File: config.mk
export PLATFORM = sky130hd
export DESIGN_NAME = exc_request
export DESIGN_NICKNAME = d
export VERILOG_FILES = /design/src/rtl/exc_pkg.sv /design/src/rtl/exc_prio_enc.sv /design/src/rtl/exc_request.sv
export SDC_FILE = /design/constraint.sdc
export NUM_CORES = 1
export LEC_CHECK = 0
export ABC_AREA = 1
export ABC_CLOCK_PERIOD_IN_PS = 1200
export BUFFER_PORTS_ARGS = -buffer_cell sky130_fd_sc_hd__buf_2
export CORE_MARGIN = 5
export CORE_UTILIZATION = 25
export DETAILED_ROUTE_END_ITERATION = 8
export SYNTH_ARGS = -nofsm -noshare
export SYNTH_HDL_FRONTEND = slang
export SYNTH_HIERARCHICAL = 1
export SYNTH_SLANG_ARGS = --single-unit
File: constraint.sdc
create_clock -name clk -period 1.2 [get_ports clk]
set_input_delay 0.24 -clock clk [delete_from_list [all_inputs] [get_ports clk]]
set_output_delay 0.24 -clock clk [all_outputs]
set_load 0.03 [all_outputs]
File: src/rtl/exc_pkg.sv
// Shared types and cause codes for the exception request controller.
// Imported by exc_prio_enc and exc_request.
package exc_pkg;

    typedef enum logic [1:0] {
        IDLE    = 2'd0,
        REQ     = 2'd1,
        HANDLER = 2'd2
    } exc_state_t;

    localparam logic [3:0] EXC_NONE     = 4'h0;
    localparam logic [3:0] EXC_INVOP    = 4'h1;
    localparam logic [3:0] EXC_IRQ_BASE = 4'h2;
    localparam logic [3:0] EXC_TIMER    = 4'hE;

endpackage

File: src/rtl/exc_prio_enc.sv
// Fixed-priority cause encoder: invalid opcode, timer, then irq 0..NSRC-1.
// sel indexes the packed cause vector {ext, tmr, inv}.
module exc_prio_enc
    import exc_pkg::*;
#(
    parameter int NSRC = 4
) (
    input  logic            pend_inv,
    input  logic            pend_tmr,
    input  logic [NSRC-1:0] pend_ext,
    input  logic [NSRC-1:0] irq_en,
    output logic            valid,
    output logic [3:0]      code,
    output logic [3:0]      sel
);

    always_comb begin
        valid = 1'b0;
        code  = EXC_NONE;
        sel   = 4'd0;
        // Walk from lowest to highest priority so the last hit wins.
        for (int i = NSRC - 1; i >= 0; i--) begin
            if (pend_ext[i] && irq_en[i]) begin
                valid = 1'b1;
                code  = EXC_IRQ_BASE + 4'(i);
                sel   = 4'(i + 2);
            end
        end
        if (pend_tmr) begin
            valid = 1'b1;
            code  = EXC_TIMER;
            sel   = 4'd1;
        end
        if (pend_inv) begin
            valid = 1'b1;
            code  = EXC_INVOP;
            sel   = 4'd0;
        end
    end

endmodule

File: src/rtl/exc_request.sv
// Exception request controller: pending capture, arbitration and handshake FSM.
// Optional periodic timer cause is built when EXC_TIMER_EN is defined.
module exc_request
    import exc_pkg::*;
#(
    parameter int NSRC         = 4,
    parameter int TIMER_PERIOD = 1000
) (
    input  logic            clk,
    input  logic            reset,
    input  logic [NSRC-1:0] irq_i,
    input  logic [NSRC-1:0] irq_en,
    input  logic            inv_op,
    input  logic            timer_en,
    input  logic            ExcAck,
    input  logic            ERet,
    output logic            Exc,
    output logic [3:0]      EStatus,
    output logic            InHandler,
    output logic [NSRC-1:0] pending
);

    localparam int NP = NSRC + 2;

    exc_state_t      state, state_n;
    logic [NSRC-1:0] irq_q;
    logic [NP-1:0]   pnd;
    logic [NP-1:0]   set;
    logic [NP-1:0]   clr;
    logic [3:0]      sel;
    logic [3:0]      enc_sel;
    logic [3:0]      enc_code;
    logic            enc_valid;
    logic            latch;
    logic            ack;
    logic            tmr_wrap;

`ifdef EXC_TIMER_EN
    logic [31:0] tcnt;

    assign tmr_wrap = timer_en && (tcnt == 32'(TIMER_PERIOD - 1));

    always_ff @(posedge clk) begin
        if (reset) begin
            tcnt <= 32'd0;
        end else if (timer_en) begin
            tcnt <= tmr_wrap ? 32'd0 : tcnt + 32'd1;
        end
    end
`else
    logic timer_unused;

    assign tmr_wrap     = 1'b0;
    assign timer_unused = timer_en ^ (TIMER_PERIOD == 0);
`endif

    assign set     = {irq_i & ~irq_q, tmr_wrap, inv_op};
    assign pending = pnd[NP-1:2];

    exc_prio_enc #(
        .NSRC(NSRC)
    ) u_enc (
        .pend_inv(pnd[0]),
        .pend_tmr(pnd[1]),
        .pend_ext(pnd[NP-1:2]),
        .irq_en  (irq_en),
        .valid   (enc_valid),
        .code    (enc_code),
        .sel     (enc_sel)
    );

    always_comb begin
        state_n = state;
        latch   = 1'b0;
        ack     = 1'b0;
        unique case (state)
            IDLE: begin
                if (enc_valid) begin
                    state_n = REQ;
                    latch   = 1'b1;
                end
            end
            REQ: begin
                if (ExcAck) begin
                    state_n = HANDLER;
                    ack     = 1'b1;
                end
            end
            HANDLER: begin
                if (ERet) begin
                    state_n = IDLE;
                end
            end
            default: state_n = IDLE;
        endcase
    end

    always_comb begin
        clr = '0;
        for (int i = 0; i < NP; i++) begin
            if (ack && sel == 4'(i)) begin
                clr[i] = 1'b1;
            end
        end
    end

    // A new event in the ack cycle survives the clear.
    always_ff @(posedge clk) begin
        if (reset) begin
            state     <= IDLE;
            Exc       <= 1'b0;
            InHandler <= 1'b0;
            EStatus   <= EXC_NONE;
            sel       <= 4'd0;
            pnd       <= '0;
            irq_q     <= '0;
        end else begin
            state     <= state_n;
            Exc       <= (state_n == REQ);
            InHandler <= (state_n == HANDLER);
            pnd       <= (pnd & ~clr) | set;
            irq_q     <= irq_i;
            if (latch) begin
                EStatus <= enc_code;
                sel     <= enc_sel;
            end
        end
    end

endmodule

# Word level (Yosys, flattened, before mapping)
# Cells that the tools add are included.
dict set report totals {
  ff_bits 22
  latchBits 0
  ram_bits 0
  mem_bits_ro 0
  inputBits 14
  out_inout_bits 10
  elab_cells 61
  n_memories 0
}
dict set report classes {
  addsub 0
  mul 0
  n_div 0
  order_cmp 0
  n_eq_ne 9
  n_shift 0
  muxes 28
  n_bitwise 5
  n_reduce_logical 12
}
# op count
set op_table {}
lappend op_table {{$mux 3} 6}
lappend op_table {{$mux 1} 16}
lappend op_table {{$logic_and 1x1->1} 10}
lappend op_table {{$eq 4x2->1 const B} 2}
lappend op_table {{$eq 4x3->1 const B} 2}
lappend op_table {{$mux 4} 2}
lappend op_table {{$and 6x6->6} 1}
lappend op_table {{$mux 2} 3}
lappend op_table {{$not 6->6} 1}
lappend op_table {{$or 6x6->6} 1}
lappend op_table {{$pmux 2 s3} 1}
lappend op_table {{$and 4x4->4} 1}
lappend op_table {{$eq 2x1->1 const B} 2}
lappend op_table {{$eq 2x2->1 const B} 2}
lappend op_table {{$eq 4x1->1 const B} 1}
lappend op_table {{$logic_not 4->1} 1}
lappend op_table {{$not 4->4} 1}
lappend op_table {{$logic_not 2->1} 1}

# Longest topological paths before layout
dict set report logic_depth {
  depth_word 10
  depth_mapped 8
  ltp_nobuf 8
}

# Cells and area by module
# Netlist, hierarchy kept.
# module n_inst cells_per_inst area_per_inst_um2 seq_area_each_um2
set modules_own_cells {}
lappend modules_own_cells {exc_request 1 109 855.8 440.4}
lappend modules_own_cells {exc_prio_enc 1 28 135.1 0.0}

# Least setup slack after synthesis
# OpenSTA, ideal clock, no wires.
dict set report synth_path {
  kind {reg-to-reg}
  start {reg pnd[2]}
  end {reg EStatus[1]}
  setup_ps 113
  arrival_ps 935
  required_time_ps 1087
  path_slack_ps 152
  stages_incl_launch_ff 9
  n_path_buf 1
  synth_period_minus_slack_ps 1048
  path_cell_list {dfxtp_1 nand2_2 nand2_2 inv_2 nand4_1 nand2_2 buf_6 o21ai_1 nor2_1}
}
dict set report synth_between {
  elab_chain_cells 6
  word_cells_on_any_way 9
  cone_classes {mux: 8; reduce/logical: 1}
}
# item line
set synth_rtl {}
lappend synth_rtl {{start, declared} exc_request.sv:27} ;# logic [NP-1:0] pnd;
lappend synth_rtl {{start signal, assigned} exc_request.sv:121} ;# pnd <= (pnd & ~clr) | set;
lappend synth_rtl {{$logic_and 1x1->1} exc_prio_enc.sv:23} ;# if (pend_ext[i] && irq_en[i]) begin
lappend synth_rtl {{$mux 1} exc_prio_enc.sv:23}
lappend synth_rtl {{$mux 1} exc_prio_enc.sv:29} ;# if (pend_tmr) begin
lappend synth_rtl {{$mux 1} exc_prio_enc.sv:34} ;# if (pend_inv) begin
lappend synth_rtl {{net enc_valid} exc_request.sv:33} ;# logic enc_valid;
lappend synth_rtl {{$mux 1} exc_request.sv:78} ;# if (enc_valid) begin
lappend synth_rtl {{$mux 1} exc_request.sv:76} ;# unique case (state)
lappend synth_rtl {{end signal, assigned} exc_request.sv:124} ;# EStatus <= enc_code;
lappend synth_rtl {{end, declared} exc_request.sv:18} ;# output logic [3:0] EStatus,
# The timed path passes the listed nets, and every way through them passes these cells.
# A chain may end at the register's enable or synchronous reset.

# Worst setup path after layout
dict set report layout_path {
  start {reg pnd[2]}
  end {out pending[0]}
}
# item line
set layout_lines {}
lappend layout_lines {{end, declared} exc_request.sv:20} ;# output logic [NSRC-1:0] pending
# No word-level cell between the ends.

==> flow_summary_export.csv <==
group,metric,value,unit
synth,netlist_instances,137,
critical_path,cp-end-kind,"output pin",
global_route,grt_pass1_wl,3.19,mm
synth,ys_types,23,
synth,synth-seq-area-share,44.4,%
clock_tree,cts-root-buf,"clkbuf_8",
synth,mappedNetlistArea,991,µm²
hold_path,hp-class,"in -> reg",
die,dieArea,0.00532,mm²
global_route,grt_pass1_vias,733,
final_layout,utilization,33.7,%
clock_tree,cts_buffer_depth,2,
final_layout,diodes,0,
job,cap_violations,0,
synth,synth-compound-area-share,11.5,%
critical_path,critPathKind,"reg -> out",
sta,finalHoldViolations,0,
global_route,grt_antenna_before_repair,0,
final_layout,final-seq-area,445,µm²
die,dieHeight,73.0,µm
synth,avgSynthCellArea,7.23,µm²
sta,finClkSkew,0.00304,ns
sta,whs,0.179,ns
final_layout,fin_nets,180,
clock_tree,postCtsSetupRepairBufs,0,
clock_tree,clkLatencyLatePin,0.26,ns
critical_path,critPathMaxFanout,2,
clock_tree,cts_hold_buf,0,
critical_path,crit_path_start_kind,"flip-flop",
detailed_routing,routed_wl,1.82,mm
synth,syn_nets,151,
clock_tree,cts_tree,"yes",
sta,max_freq,877,MHz
final_layout,area_delta_synth_final,27.3,%
detailed_routing,first_pass_iters,4,
synth,yosys.area_share.simple,29.4,%
detailed_routing,vias_per_cell,3.97,
clock_tree,cts_sinks,22,
power,power_density,1610,mW/mm²
clock_tree,clkTransAtPathRegs,0.08,ns
final_layout,n_fill_cell,431,
synth,yosys_register_bits,22,
clock_tree,cts_buffers,3,
sta,rsz0062_at_grt,"yes",
detailed_routing,route.detailed.drc,0,
die,start_util,26.5,%
power,vdd_drop_max,0.905,mV
detailed_routing,num_vias,845,
die,io-pin-count,24,
die,die_w,73.0,µm
synth,muxShareOfSynthArea,0,%
place,portBuffers,22,
sta,fin_crit_sh,95.0,%
place,gp_congestion,0.811,
final_layout,layout_commonest_cell,"nor2_1",
die,rows,22,
critical_path,cp_data_arrival_time,0.90,ns
final_layout,drive_above_1_share,35.8,%
synth,synth-adder-area-share,0,%
sta,finalSetupTns,0,ns
detailed_routing,first_iter_violations,28,
outcome,status,"finished clean",
sta,fin_crit,1.14,ns
clock_tree,htreeDepth,1,
detailed_routing,antenna_left,0,
final_layout,mostFrequentLayoutCells,"25 x nor2_1, 22 x buf_2, 20 x nand2_1, 18 x dfxtp_1, 16 x inv_1",
sta,drv_slew,0,
power,p_leak,0.000626,µW
die,core_area,0.00374,mm²
sta,finalSetupViolations,0,
synth,synth_xor_area_share,0,%
critical_path,required,0.96,ns
global_route,grt_max_degree,14,
place,hpwl,1.51,mm
detailed_routing,wl_per_cell,8.56,µm
global_route,grt.overflow.total,0,
synth,synth_warnings,6,
synth,synth_top_family_by_area,"simple AND/OR/NAND/NOR gates",
global_route,grt_use_total,7.67,%
final_layout,multi_input_area,413,µm²
==> sequential cells by signal, summed over array words and instances (netlist names) <==
signal	count
Exc	1
pnd	6
InHandler	1
EStatus	4
sel	4
irq_q	4
state	2
==> power by group <==
group / total (µW) / internal [µW] / switching, µW
registers: 869 / 815 / 53.9
clock network: 687 / 446 / 242
logic: 476 / 181 / 295
total: 2030 / 1440 / 590
==> per-layer routing <==
layer | wire length [µm] | GRT usage (%) | up-vias
li1 | - | - | 470
met1 | 903 | 9.99 | 355
met2 | 776 | 11.4 | 18
met3 | 125 | 3.58 | 2
met4 | 18 | 1.84 | 0
met5 | 0 | 0 | -
==> path summary, 6_finish.rpt <==
kind                            slack [ns]         end  cells past startpoint      from
worst max register to register        0.07      sel[2]                      8    pnd[2]
worst max-delay path                  0.06  pending[0]                      2    pnd[2]
worst min register to register        0.42      pnd[4]                      1  irq_q[2]
worst min-delay path                  0.18    irq_q[2]                      3  irq_i[2]
==> cells in the mapped netlist <==
library cell  number  share of area (%)
inv_2              5                1.9
nand2_1           20                7.6
buf_2              1               0.50
o21ai_1            6                3.0
a21oi_1            8                4.0
nor2_1            25                9.5
conb_1             1               0.38
inv_1             17                6.4
clkbuf_2           1               0.50
buf_4              5                3.8
nand3_4            1                1.8
nor2_4             1                1.1
o21ai_2            1               0.88
o22ai_1            1               0.63
nand3_1            6                3.0
a21oi_2            1               0.88
buf_6              1                1.1
o21ai_0            4                2.0
nor2_2             3                1.9
nand2_2            5                3.2
nand4_1            1               0.63
dfxtp_1           22                 44
nand3b_1           1               0.76
==> worst max-delay path, stage by stage (launching register included) <==
cell	delay (ns)
dfxtp_2	0.35
buf_4	0.11
buf_2	0.18
==> metrics by stage <==
step	total power [µW]	worst slack (ns)	cell area (µm²)	instances
after floorplan	1230	0.152	991	137
after detailed placement	1350	0.0150	1180	209
after CTS	2050	0.0200	1250	213
after global placement	1350	0.00585	1180	209
after global routing	2160	-0.0403	1260	213
final	2030	0.0603	1260	213
==> final cells by class <==
type                       instances  area share, %
inverter                          22           6.55
clock buffer                       3           3.27
clock inverter                     1           2.38
tap                               48           4.76
sequential                        22           35.3
multi-input combinational         85           32.7
timing repair buffer              32           15.0
==> what timing repair did <==
item                       in CTS  in global routing
pin swaps                       0                  4
gates cloned                    0                  0
resized for setup               1                  6
setup endpoints to repair       3                  7
hold endpoints to repair        0                  0
==> cells by family after synthesis <==
logic type	count (synthesis)
AOI/OAI and AO/OA	21
buffers and inverters	30
DFF	22
other	1
and+or+nand+nor	63
No activity file was read; power rests on OpenSTA's default activity.
